**src/rtl/imem_program_loader_pkg.sv**
```systemverilog
// Shared definitions for the boot-image loader, instruction memory and CPU top.
// Optional feature macro used by the loader: LOADER_CHECKSUM_EN.
package imem_program_loader_pkg;

    // Default instruction memory depth is 2**IMEM_ADDR_W words.
    localparam int IMEM_ADDR_W = 10;

    // Loader FSM states. CHK is only reachable when LOADER_CHECKSUM_EN is defined.
    typedef enum logic [2:0] {
        ST_IDLE = 3'd0,
        ST_LEN  = 3'd1,
        ST_DATA = 3'd2,
        ST_CHK  = 3'd3,
        ST_DONE = 3'd4,
        ST_ERR  = 3'd5
    } loader_state_t;

endpackage

```
**src/rtl/imem_program_loader_word.sv**
```systemverilog
// le_word_assembler: collects four stream bytes into one little-endian 32-bit word.
// The first byte received ends up in bits [7:0]. word_valid is high in the same
// cycle as the 4th byte, and word_data then holds the completed word.
module le_word_assembler (
    input  logic        clk,
    input  logic        reset,
    input  logic        clear,
    input  logic        byte_valid,
    input  logic [7:0]  byte_data,
    output logic        word_valid,
    output logic [31:0] word_data
);

    logic [1:0]  byte_cnt;
    logic [23:0] shreg;

    assign word_valid = byte_valid && (byte_cnt == 2'd3);
    assign word_data  = {byte_data, shreg};

    // Count bytes within the word and shift each new byte in from the top.
    always_ff @(posedge clk or posedge reset) begin
        if (reset) begin
            byte_cnt <= 2'd0;
            shreg    <= 24'd0;
        end else if (clear) begin
            byte_cnt <= 2'd0;
            shreg    <= 24'd0;
        end else if (byte_valid) begin
            byte_cnt <= byte_cnt + 2'd1;
            shreg    <= {byte_data, shreg[23:8]};
        end
    end

endmodule

```
**src/rtl/imem_program_loader.sv**
```systemverilog
// imem_program_loader: receives a boot image as a byte stream (4-byte LE word
// count followed by the words) and writes it into instruction memory, holding
// the CPU in reset until the image is complete.
// Optional feature: define LOADER_CHECKSUM_EN to require a trailing XOR checksum
// byte covering all data bytes; without it the last data word finishes the load.
module imem_program_loader
    import imem_program_loader_pkg::*;
#(
    parameter int ADDR_W = IMEM_ADDR_W
) (
    input  logic              clk,
    input  logic              reset,
    input  logic              start,
    input  logic [7:0]        s_data,
    input  logic              s_valid,
    output logic              s_ready,
    output logic              imem_we,
    output logic [ADDR_W-1:0] imem_waddr,
    output logic [31:0]       imem_wdata,
    output logic              cpu_hold,
    output logic              done,
    output logic              error
);

    // Largest legal word count is the full memory; the index is one bit wider so
    // that a completely full image can be counted without wrapping.
    localparam logic [31:0]   MAX_WORDS = 32'd1 << ADDR_W;
    localparam logic [ADDR_W:0] IDX_ONE = {{ADDR_W{1'b0}}, 1'b1};

    loader_state_t   state;
    loader_state_t   state_next;

    logic            byte_fire;
    logic            start_ok;
    logic            asm_byte_valid;
    logic            word_valid;
    logic [31:0]     word_data;
    logic [ADDR_W:0] word_idx;
    logic [ADDR_W:0] len_q;
    logic            last_word;

    assign byte_fire      = s_valid && s_ready;
    assign start_ok       = start && ((state == ST_IDLE) || (state == ST_DONE) || (state == ST_ERR));
    assign asm_byte_valid = byte_fire && ((state == ST_LEN) || (state == ST_DATA));
    assign last_word      = (word_idx + IDX_ONE) == len_q;

    le_word_assembler u_word (
        .clk        (clk),
        .reset      (reset),
        .clear      (start_ok),
        .byte_valid (asm_byte_valid),
        .byte_data  (s_data),
        .word_valid (word_valid),
        .word_data  (word_data)
    );

`ifdef LOADER_CHECKSUM_EN
    logic [7:0] chk_q;
    logic       chk_fire;

    assign chk_fire = byte_fire && (state == ST_CHK);

    // Running XOR over the data bytes only; the length header is excluded.
    always_ff @(posedge clk or posedge reset) begin
        if (reset) begin
            chk_q <= 8'd0;
        end else if (start_ok) begin
            chk_q <= 8'd0;
        end else if (asm_byte_valid && (state == ST_DATA)) begin
            chk_q <= chk_q ^ s_data;
        end
    end
`endif

    // State register.
    always_ff @(posedge clk or posedge reset) begin
        if (reset) begin
            state <= ST_IDLE;
        end else begin
            state <= state_next;
        end
    end

    // Next-state logic; phase changes happen on the edge that takes the 4th byte.
    always_comb begin
        state_next = state;
        case (state)
            ST_IDLE, ST_DONE, ST_ERR: begin
                if (start) begin
                    state_next = ST_LEN;
                end
            end
            ST_LEN: begin
                if (word_valid) begin
                    if (word_data == 32'd0) begin
                        state_next = ST_DONE;
                    end else if (word_data > MAX_WORDS) begin
                        state_next = ST_ERR;
                    end else begin
                        state_next = ST_DATA;
                    end
                end
            end
            ST_DATA: begin
                if (word_valid && last_word) begin
`ifdef LOADER_CHECKSUM_EN
                    state_next = ST_CHK;
`else
                    state_next = ST_DONE;
`endif
                end
            end
            ST_CHK: begin
`ifdef LOADER_CHECKSUM_EN
                if (chk_fire) begin
                    state_next = (s_data == chk_q) ? ST_DONE : ST_ERR;
                end
`else
                state_next = ST_ERR;
`endif
            end
            default: state_next = ST_IDLE;
        endcase
    end

    // Status outputs decoded from the registered state.
    always_comb begin
        s_ready  = 1'b0;
        done     = 1'b0;
        error    = 1'b0;
        cpu_hold = 1'b1;
        case (state)
            ST_LEN, ST_DATA, ST_CHK: s_ready = 1'b1;
            ST_DONE: begin
                done     = 1'b1;
                cpu_hold = 1'b0;
            end
            ST_ERR:  error = 1'b1;
            default: ;
        endcase
    end

    // Length capture, word index and the registered one-cycle memory write.
    always_ff @(posedge clk or posedge reset) begin
        if (reset) begin
            imem_we    <= 1'b0;
            imem_waddr <= '0;
            imem_wdata <= 32'd0;
            word_idx   <= '0;
            len_q      <= '0;
        end else begin
            imem_we <= 1'b0;
            if (start_ok) begin
                word_idx <= '0;
                len_q    <= '0;
            end else if ((state == ST_LEN) && word_valid) begin
                len_q <= word_data[ADDR_W:0];
            end else if ((state == ST_DATA) && word_valid) begin
                imem_we    <= 1'b1;
                imem_waddr <= word_idx[ADDR_W-1:0];
                imem_wdata <= word_data;
                word_idx   <= word_idx + IDX_ONE;
            end
        end
    end

endmodule

```
**config.mk**
```make
export PLATFORM = sky130hd
export DESIGN_NAME = imem_program_loader
export DESIGN_NICKNAME = d
export VERILOG_FILES = /design/src/rtl/imem_program_loader_pkg.sv /design/src/rtl/imem_program_loader_word.sv /design/src/rtl/imem_program_loader.sv
export SDC_FILE = /design/constraint.sdc
export NUM_CORES = 1
export LEC_CHECK = 0
export BUFFER_PORTS_ARGS = -buffer_cell sky130_fd_sc_hd__buf_2
export CAP_MARGIN = 20
export CORE_UTILIZATION = 52
export CTS_CLUSTER_SIZE = 16
export DETAILED_ROUTE_END_ITERATION = 12
export PLACE_DENSITY = 0.75
export SETUP_SLACK_MARGIN = 0.4
export SYNTH_ARGS = -nofsm -noshare
export SYNTH_HDL_FRONTEND = slang
export SYNTH_HIERARCHICAL = 1
export SYNTH_SLANG_ARGS = --single-unit
```
**constraint.sdc**
```tcl
create_clock -name clk -period 2.5 [get_ports clk]
set_input_delay 0.125 -clock clk [delete_from_list [all_inputs] [get_ports clk]]
set_output_delay 0.125 -clock clk [all_outputs]
set_load 0.005 [all_outputs]
```
==> Flow_metrics.wiki <==
{| class="wikitable"
! Metric !! Value
|-
| Run status || finished, final reports clean
|-
| Dominant synthesized flop cell || dfrtp_1
|-
| Die outline area || 8740 sq um
|-
| Antenna violations before repair || 0
|-
| EDFF count, synth || 0
|-
| Number of inserted diodes || 0
|-
| Crit Reg-Reg Startpoint || word_idx[0]$_DFFE_PP0P_
|-
| Die extent in y || 93.5 um
|-
| Library cell with the largest summed area after synthesis || dfrtp_1
|-
| Overall global routing resource usage || 22.3%
|-
| Most numerous cell in the Yosys netlist || nand2_1
|-
| Number of vias in the routed layout || 3358
|-
| Critical path capture point type || flop
|-
| Max Cap Violations || 0
|-
| Setup Viol. Count Final || 0
|-
| Final count of hold timing violations || 0
|-
| Worst-Margin Slew || 0.973 ns
|-
| Critical Setup Path Class || reg -> reg
|-
| Via count of the first global-routing pass || 3256
|-
| Row cnt || 33
|-
| Nets || 534
|-
| Number of distinct standard cells referenced by the synthesized netlist || 45
|-
| Worst EP required || 2.72 ns
|-
| Arrival time reported for the critical path endpoint || 2.26 ns
|-
| Crit path max fanout || 7
|-
| Post-synth top area share || 54.0%
|-
| Most common library cells after synthesis || nand2_1 (155), dfrtp_1 (94), nor2_1 (47)
|-
| Clock transition at the registers of the reported paths || 0.09 ns
|-
| Headroom to the max-slew limit || 35.0%
|-
| Count of mapped cells out of synthesis || 470
|-
| Area of the core region || 8180 sq um
|-
| Clock Path Buffers || 2
|-
| Max frequency || 490 MHz
|-
| Final core area utilization || 60.9%
|-
| Cell at the root of the clock tree || clkbuf_8
|-
| Share of cells above drive strength 1 || 21.0%
|-
| Leading post-synthesis cells by cell area || dfrtp_1 (54%), nand2_1 (13%), mux2i_1 (5.7%), nor2_1 (4.1%), o21ai_0 (3.3%)
|-
| Total CTS buffers || 9
|-
| Residual DRC count || 0
|-
| RSZ-0062 raised after global routing || no
|-
| Leakage power of the design || 2.60 nW
|-
| DR iter-0 viols || 155
|-
| Number of antenna-violating nets in the routed design || 0
|-
| HP Class || in -> reg
|-
| Number of top-level pins || 59
|-
| Total half-perimeter wirelength after legalization and detailed placement || 6290 um
|-
| Routed length per placed instance || 14.6 um
|-
| Post-route clock period utilization || 81.7%
|-
| Worst voltage drop across the vdd grid || 0.000671 V
|-
| Maximum number of pins on one net before global-route repair || 39
|-
| CP startpoint kind || flop
|-
| Source of the worst hold timing path || s_data[2]
|-
| IO Port Bufs || 58
|-
| Deepest level of the CTS H-tree || 3
|-
| Post-synthesis average cell area || 9.26 sq um
|-
| Initial core utilization || 53.2%
|-
| Post-detailed-route via-to-cell ratio || 5.35
|-
| Detailed Route WL || 9170 um
|-
| Worst hold endpoint || imem_wdata[26]$_DFFE_PP0P_
|-
| Reg2reg end || state[1]$_DFFE_PP0P_
|-
| Clock tree skew after final layout || 0.0111 ns
|-
| First-pass GRT wire length || 15200 um
|-
| Clock latency on the worst-skew pair || 0.35 ns
|-
| Power Density || 803 nW/um^2
|-
| Syn_nets || 484
|-
| Async set or reset register ratio after synthesis || 100%
|-
| Number of clock sinks seen by CTS || 94
|-
| DR pass1 iterations || 4
|-
| Reg2reg path depth || 7
|-
| Hold Crit Depth || 3
|-
| Setup TNS after final layout || 0 ns
|-
| Warnings, synthesis || 6
|-
| Global route overflow || 0
|-
| Final estimated routing congestion in global placement || 0.846
|-
| Signed area change from the synthesized netlist to the final layout || 14.4%
|-
| Horiz. Die Dim || 93.5 um
|-
| Register area share after synthesis || 54.0%
|-
| Max-slew violation count || 0
|-
| TritonCTS clock tree || yes
|-
| Minimum clock period after layout || 2.04 ns
|-
| Count of state elements after synthesis || 94
|-
| Worst setup slack for register-to-register paths || 0.46 ns
|-
| Total standard cell area after synthesis || 4350 sq um
|}
worst max-delay path by stage:
stage                            startpoint                    endpoint  slack [ns]  depth (start not counted)
finish              word_idx[0]$_DFFE_PP0P_        state[1]$_DFFE_PP0P_        0.46                          7
global route        word_idx[0]$_DFFE_PP0P_        state[1]$_DFFE_PP0P_        0.39                          7
CTS                 word_idx[1]$_DFFE_PP0P_        state[2]$_DFFE_PP0P_        0.41                          7
detailed placement  word_idx[0]$_DFFE_PP0P_        state[1]$_DFFE_PP0P_        0.26                          6
global placement       state[1]$_DFFE_PP0P_  imem_wdata[30]$_DFFE_PP0P_        0.34                         10
floorplan              state[1]$_DFFE_PP0P_     word_idx[9]$_DFFE_PP0P_        0.29                         14
area by class of cell:
class | instances | area, sq um
clock inverters | 5 | 60.1
fillers | 699 | 3200
well taps | 105 | 131
flip-flops and latches | 94 | 2360
inverters | 10 | 45.0
repair buffers | 72 | 433
multi-input cells | 333 | 1830
clock buffers | 9 | 124
state kept, by name (all words and copies together) (netlist names):
register / cells
imem_waddr: 10
imem_wdata: 32
imem_we: 1
len_q: 11
state: 3
u_word/byte_cnt: 2
u_word/shreg: 24
word_idx: 11
kinds of logic (layout without fill, tap and decap cells):
group,Yosys count,count (layout),share of synthesized area (%)
buffers and inverters,43,96,5.95
DFF,94,94,54.0
muxes,25,25,5.75
adders and majority gates,2,2,0.575
xor gates and xnor gates,15,15,3.02
and+or+nand+nor,242,242,23.7
AOI/OAI and AO/OA,49,49,6.98
power breakdown:
| part | switching (mW) | internal, mW | total (mW) |
|---|---|---|---|
| Combinational | 0.498 | 0.395 | 0.893 |
| Clock | 0.524 | 0.457 | 0.981 |
| Sequential | 0.324 | 1.80 | 2.12 |
| Total | 1.35 | 2.65 | 4.00 |
metrics by stage:
stage / cell area [sq um] / setup WS, ns / instances / hold WS [ns] / power [mW]
2_1_floorplan: 4440 / 0.294 / 470 / 0.165 / 2.77
3_3_place_gp: 4660 / 0.340 / 608 / 0.259 / 2.96
3_5_place_dp: 4660 / 0.259 / 608 / 0.292 / 3.01
4_1_cts: 4930 / 0.415 / 626 / 0.0000769 / 4.01
5_1_grt: 4980 / 0.394 / 628 / 0.00943 / 4.23
6_report: 4980 / 0.458 / 628 / 0.00672 / 4.00
layout by cell type (no fill, tap or decap), drive strengths merged, types with 2 or more instances in the layout:
cell type,instances
a21o,2
o21ai,29
nand2b,2
xor2,4
inv,12
o31ai,5
nor4,8
mux2i,25
a31oi,2
and2,2
nor2b,3
and3,3
dlygate4sd3,4
dfrtp,94
nand4,5
nand2,155
xnor2,11
nor3,5
nor2,48
buf,68
ha,2
nand3,7
clkbuf,9
worst max-delay path, cell delays in order, from the launching register on:
cell and delay (ns):
dfrtp_2 0.48, ha_4 0.21, nand3_2 0.15, o21a_1 0.24, o21ai_0 0.20, a32oi_2 0.17
a2111oi_4 0.34, a31oi_1 0.13
routing by layer:
metal  share of wire (%)  track usage (%)
met2                  49             37.8
met1                  46             28.9
met4                 2.1             8.59
met5                   0                0
met3                 2.9             3.17
timing repair:
action	CTS	global route
endpoints found under the hold margin	33	0
cloned	0	0
gates resized for setup	8	11
pin swaps	0	1
setup buffers	0	2
hold buffers	4	0
endpoints found under the setup margin	40	41
Power figures use the tool's default switching activity.
